File: src/rtl/ps2_key_tracker.sv
// ps2_key_tracker
//   Decodes the PS/2 scancode byte stream (make, F0 break, E0 extended) into
//   a held-key bitmap for NUM_KEYS configurable keys. It also produces
//   single-cycle press/release pulses and reports the last accepted make code.
//   Optional feature: define PREFIX_TIMEOUT_EN to drop a pending E0/F0 prefix
//   when no follow-up byte arrives within TIMEOUT_CYCLES clocks.
//   The release pulse port is named release_pulse because "release" is a
//   reserved word in SystemVerilog.
module ps2_key_tracker #(
   parameter int                      NUM_KEYS       = 4,
   parameter logic [8*NUM_KEYS-1:0]   KEY_CODES      = {8'h75, 8'h72, 8'h29, 8'h1C},
   parameter logic [NUM_KEYS-1:0]     EXT_MASK       = 4'b1100,
   parameter int                      TIMEOUT_CYCLES = 50000000
) (
   input  logic                CLOCK_50,
   input  logic                resetn,
   input  logic [7:0]          rx_data,
   input  logic                rx_valid,
   input  logic                clr_all,
   output logic [NUM_KEYS-1:0] held,
   output logic [NUM_KEYS-1:0] press,
   output logic [NUM_KEYS-1:0] release_pulse,
   output logic                any_held,
   output logic [7:0]          last_code
);

   typedef enum logic [1:0] {
      ST_IDLE    = 2'd0,
      ST_BRK     = 2'd1,
      ST_EXT     = 2'd2,
      ST_EXT_BRK = 2'd3
   } state_t;

   state_t              state_reg, state_next;
   logic [NUM_KEYS-1:0] held_reg, held_next;
   logic [NUM_KEYS-1:0] press_reg, press_next;
   logic [NUM_KEYS-1:0] release_reg, release_next;
   logic                any_held_reg;
   logic [7:0]          last_code_reg, last_code_next;

   logic                do_make;
   logic                do_break;
   logic                ext_flag;
   logic                do_bat;
   logic                timeout_hit;
   logic [NUM_KEYS-1:0] key_match;

   // Per-key comparator: the byte and its E0 context must both agree with the key
   genvar gi;
   generate
      for (gi = 0; gi < NUM_KEYS; gi++) begin : g_match
         assign key_match[gi] = (rx_data == KEY_CODES[8*gi +: 8]) &&
                                (ext_flag == EXT_MASK[gi]);
      end
   endgenerate

`ifdef PREFIX_TIMEOUT_EN
   localparam int CNT_W = $clog2(TIMEOUT_CYCLES) + 1;
   logic [CNT_W-1:0] cnt_reg;

   assign timeout_hit = (state_reg != ST_IDLE) && !rx_valid &&
                        (cnt_reg == CNT_W'(TIMEOUT_CYCLES - 1));

   // Prefix watchdog: counts only while a prefix is pending and restarts on each byte
   always_ff @(posedge CLOCK_50 or negedge resetn) begin
      if (!resetn) begin
         cnt_reg <= '0;
      end else if (clr_all || rx_valid || (state_reg == ST_IDLE) || timeout_hit) begin
         cnt_reg <= '0;
      end else begin
         cnt_reg <= cnt_reg + CNT_W'(1);
      end
   end
`else
   logic unused_timeout;
   assign unused_timeout = (TIMEOUT_CYCLES == 0);
   assign timeout_hit    = 1'b0;
`endif

   // Byte decoder: classifies the incoming byte and picks the next prefix state
   always_comb begin
      state_next = state_reg;
      do_make    = 1'b0;
      do_break   = 1'b0;
      ext_flag   = 1'b0;
      do_bat     = 1'b0;
      if (rx_valid) begin
         case (state_reg)
            ST_IDLE: begin
               case (rx_data)
                  8'hE0:                                    state_next = ST_EXT;
                  8'hF0:                                    state_next = ST_BRK;
                  8'hAA:                                    do_bat     = 1'b1;
                  8'hFA, 8'hFE, 8'hEE, 8'h00, 8'hFF:        state_next = ST_IDLE;
                  default:                                  do_make    = 1'b1;
               endcase
            end
            ST_EXT: begin
               ext_flag = 1'b1;
               if (rx_data == 8'hF0) begin
                  state_next = ST_EXT_BRK;
               end else if (rx_data == 8'hE0) begin
                  state_next = ST_EXT;
               end else begin
                  do_make    = 1'b1;
                  state_next = ST_IDLE;
               end
            end
            ST_BRK: begin
               do_break   = 1'b1;
               state_next = ST_IDLE;
            end
            ST_EXT_BRK: begin
               ext_flag   = 1'b1;
               do_break   = 1'b1;
               state_next = ST_IDLE;
            end
            default: state_next = ST_IDLE;
         endcase
      end else if (timeout_hit) begin
         state_next = ST_IDLE;
      end
      if (clr_all) begin
         state_next = ST_IDLE;
      end
   end

   // Key bitmap update and edge pulses; clr_all overrides any byte in the same cycle
   always_comb begin
      held_next      = held_reg;
      last_code_next = last_code_reg;
      if (clr_all || do_bat) begin
         held_next = '0;
      end else begin
         if (do_make) begin
            held_next      = held_reg | key_match;
            last_code_next = rx_data;
         end
         if (do_break) begin
            held_next = held_reg & ~key_match;
         end
      end
      press_next   = held_next & ~held_reg;
      release_next = held_reg & ~held_next;
   end

   // Registered state and outputs
   always_ff @(posedge CLOCK_50 or negedge resetn) begin
      if (!resetn) begin
         state_reg     <= ST_IDLE;
         held_reg      <= '0;
         press_reg     <= '0;
         release_reg   <= '0;
         any_held_reg  <= 1'b0;
         last_code_reg <= 8'h00;
      end else begin
         state_reg     <= state_next;
         held_reg      <= held_next;
         press_reg     <= press_next;
         release_reg   <= release_next;
         any_held_reg  <= |held_next;
         last_code_reg <= last_code_next;
      end
   end

   assign held          = held_reg;
   assign press         = press_reg;
   assign release_pulse = release_reg;
   assign any_held      = any_held_reg;
   assign last_code     = last_code_reg;

endmodule
File: config.mk
export PLATFORM = sky130hd
export DESIGN_NAME = ps2_key_tracker
export DESIGN_NICKNAME = d
export VERILOG_FILES = /design/src/rtl/ps2_key_tracker.sv
export SDC_FILE = /design/constraint.sdc
export NUM_CORES = 1
export LEC_CHECK = 0
export CAP_MARGIN = 20
export CELL_PAD_IN_SITES_DETAIL_PLACEMENT = 0
export CELL_PAD_IN_SITES_GLOBAL_PLACEMENT = 1
export CORE_ASPECT_RATIO = 1.75
export CORE_UTILIZATION = 36
export DETAILED_ROUTE_END_ITERATION = 8
export GPL_ROUTABILITY_DRIVEN = 0
export PLACE_DENSITY = 0.84
export SLEW_MARGIN = 10
export SYNTH_ARGS = -nofsm -noshare
export SYNTH_HDL_FRONTEND = slang
export SYNTH_SLANG_ARGS = --single-unit
File: constraint.sdc
create_clock -name CLOCK_50 -period 3.1 [get_ports CLOCK_50]
set_input_delay 0.465 -clock CLOCK_50 [delete_from_list [all_inputs] [get_ports CLOCK_50]]
set_output_delay 0.465 -clock CLOCK_50 [all_outputs]
set_load 0.03 [all_outputs]
==> results.toml <==
[timing]
finalCritPeriodShare_pct = 77.7
grt_setup_unrepaired = "false"
hold_violations = 0
drv_slew = 0
tightest_slew_ns = 0.500
max-slew-margin-rel_pct = 66.4
finalSetupTns_ns = 0
skew_ns = 0.00252
finalSetupViolations = 0
fin_crit_ns = 2.41
fmax_mhz = 415

[setup_path]
worstRegToRegCells = 5
critPathSlowestCell = "nor4_2"
critical_path.cell_chain = "clkdlybuf4s50_1 -> nor4_2 -> a21o_2 -> o21ba_2 -> nor2_1 -> or4_1"
end_kind = "flop"
cp_slowest_stage_delay_ns = 0.56
cp_max_fo = 9
path_class = "in -> reg"
worstPathArrival_ns = 2.54
critPathLaunchType = "input pin"
worstPathRequired_ns = 3.23

[floorplan]
ioPinCount = 33
core_sq_mm = 0.00293
dieWidth_microns = 43.9
initial_core_util_pct = 37.7
die_h_microns = 75.3
num_rows = 26
die-area_sq_mm = 0.00330

[global_routing]
grt_max_degree = 24
grt_pass1_wl_microns = 3950
grt_usage_pct = 16.3
antenna_found_initial = 0
grt_pass1_vias = 862
grt_overflow = 0

[min_path]
hp-class = "in -> async"

[synthesis]
ys_seq_area_share_pct = 52.1
synth_area_per_cell_sq_um = 11.6
synth_area_sq_mm = 0.00110
synth_nets = 107
ys_ff_latch = 23
syn_inst = 95
yosys_warnings = 0
synthDistinctLibCells = 32

[cts]
cts_resized = 0
clock-sinks = 23
cts_tree = "done"
clkLatencyLatePin_ns = 0.26
postCtsSetupRepairBufs = 0
hold_buffers = 0
path_clk_slew_ns = 0.08
root_buffer = "clkbuf_8"
htreeDepth = 1
cts.path.max_buffers = 2
numCtsBuffers = 3

[placed_design]
port_buffers = 32
dp_hpwl_microns = 1820
dp.cells = 154

[power]
leakage_nw = 0.627
worst_ir_drop_vdd_uv = 382
p_per_area_mw_per_mm2 = 425

[final_layout]
nFillCells = 270
final_util_pct = 52.2
area_delta_synth_final_pct = 38.4
final_nets = 144
drive_gt1_share_pct = 9.16
stdcell_count = 159
antenna_cells = 0
largest_register_ffs = 8

[drt]
wl_microns = 2470
firstDrtPassIters = 6
drt_iter0_markers = 24
ant_nets = 0
via_count = 920
drc = 0
routed_via_density = 5.79
wl_per_cell_microns = 15.5

[flow_run]
max_cap_viol_count = 0

[run_status]
status = "finished, final reports clean"
[layout by cell type, fill, tap and decap left out, types with 2 or more instances in the layout]
| cell | n |
|---|---|
| dfrtp_1 | 23 |
| nand3b_1 | 3 |
| clkdlybuf4s50_1 | 32 |
| a31oi_1 | 3 |
| nor3_1 | 4 |
| nor2_1 | 4 |
| nor2b_1 | 4 |
| mux2_1 | 8 |
| nand4b_1 | 2 |
| and4bb_1 | 2 |
| o21ai_0 | 2 |
| nor4_2 | 2 |
| a21oi_1 | 6 |
| o21ba_2 | 2 |
| clkbuf_8 | 3 |
| and2_1 | 4 |
| nor3b_1 | 2 |
| nand4_1 | 3 |
| nand2_1 | 4 |
| nand2b_1 | 3 |
[cells in the mapped netlist, drive strengths merged]
cell / number / area share [%]
dfrtp: 23 / 52
mux2: 8 / 8.2
a21oi: 6 / 2.7
nor3: 5 / 3.3
and2: 4 / 2.3
nand2: 4 / 1.4
nor2: 4 / 1.4
nor2b: 4 / 2.3
a31oi: 3 / 1.7
nand2b: 3 / 1.7
nand3b: 3 / 2.0
nand4: 3 / 1.7
nor4: 3 / 2.8
o21ba: 3 / 2.7
a31o: 2 / 1.6
and4bb: 2 / 2.3
nand4b: 2 / 1.6
nor3b: 2 / 1.4
o21ai: 2 / 0.91
a211oi: 1 / 0.68
a21o: 1 / 0.79
and2b: 1 / 0.68
and3: 1 / 0.57
and4: 1 / 0.79
buf: 1 / 0.45
o211ai: 1 / 0.68
or3b: 1 / 0.79
or4: 1 / 0.68
[power breakdown]
| part | total, W | leakage, nW | switching, W | internal, W |
|---|---|---|---|---|
| clock | 0.000182 | 0.0255 | 0.0000924 | 0.0000896 |
| combinational | 0.000142 | 0.298 | 0.0000774 | 0.0000647 |
| sequential | 0.000326 | 0.303 | 0.00000872 | 0.000317 |
[worst max-delay path: cells and delay by family]
kind                   cells  cell delay, ns
buffers and inverters      1            0.55
and+or+nand+nor            3            1.11
AOI/OAI and AO/OA          2            0.42
[stage by stage]
step	instance area, sq um	setup slack [ns]	hold WS (ns)	power [W]
final	1530	0.691	0.452	0.000650
after global routing	1530	0.554	0.457	0.000683
after CTS	1500	0.704	0.476	0.000653
after detailed placement	1460	0.424	0.466	0.000470
after global placement	1460	0.461	0.459	0.000468
after floorplan	1100	1.16	0.169	0.000400
[routing by layer]
metal	GRT usage, %	wire length (microns)
met1	20.6	1010
met2	26.7	1260
met3	2.64	117
met4	8.42	73
met5	0	0
[layout make-up]
| class | count | area (sq um) | share of cell area [%] |
|---|---|---|---|
| repair buffers | 33 | 348 | 22.7 |
| multi-input cells | 71 | 524 | 34.3 |
| clock buffers | 3 | 41.3 | 2.70 |
| flip-flops and latches | 23 | 576 | 37.6 |
| clock inverters | 1 | 5.00 | 0.327 |
| well taps | 28 | 35.0 | 2.29 |
[kinds of logic (layout without fill, tap and decap cells)]
group | Yosys count | after routing | share of synthesized area [%]
AO/OA/AOI/OAI | 19 | 19 | 11.8
buffers and inverters | 1 | 37 | 0.453
flip-flops | 23 | 23 | 52.1
multiplexers | 8 | 8 | 8.15
AND/OR/NAND/NOR | 44 | 44 | 27.5
[worst paths after layout]
path / startpoint / end / slack (ns)
max: rx_data[0] / any_held$_DFF_PN0_ / 0.69
min: resetn / last_code[4]$_DFFE_PN0P_ / 0.45
max reg2reg: state_reg[0]$_DFFE_PN0P_ / any_held$_DFF_PN0_ / 1.25
min reg2reg: held[1]$_DFF_PN0_ / press[1]$_DFF_PN0_ / 0.47
max in group asynchronous: resetn / held[3]$_DFF_PN0_ / 2.26
min in group CLOCK_50: held[1]$_DFF_PN0_ / press[1]$_DFF_PN0_ / 0.47
(Power assumes the default switching activity.)
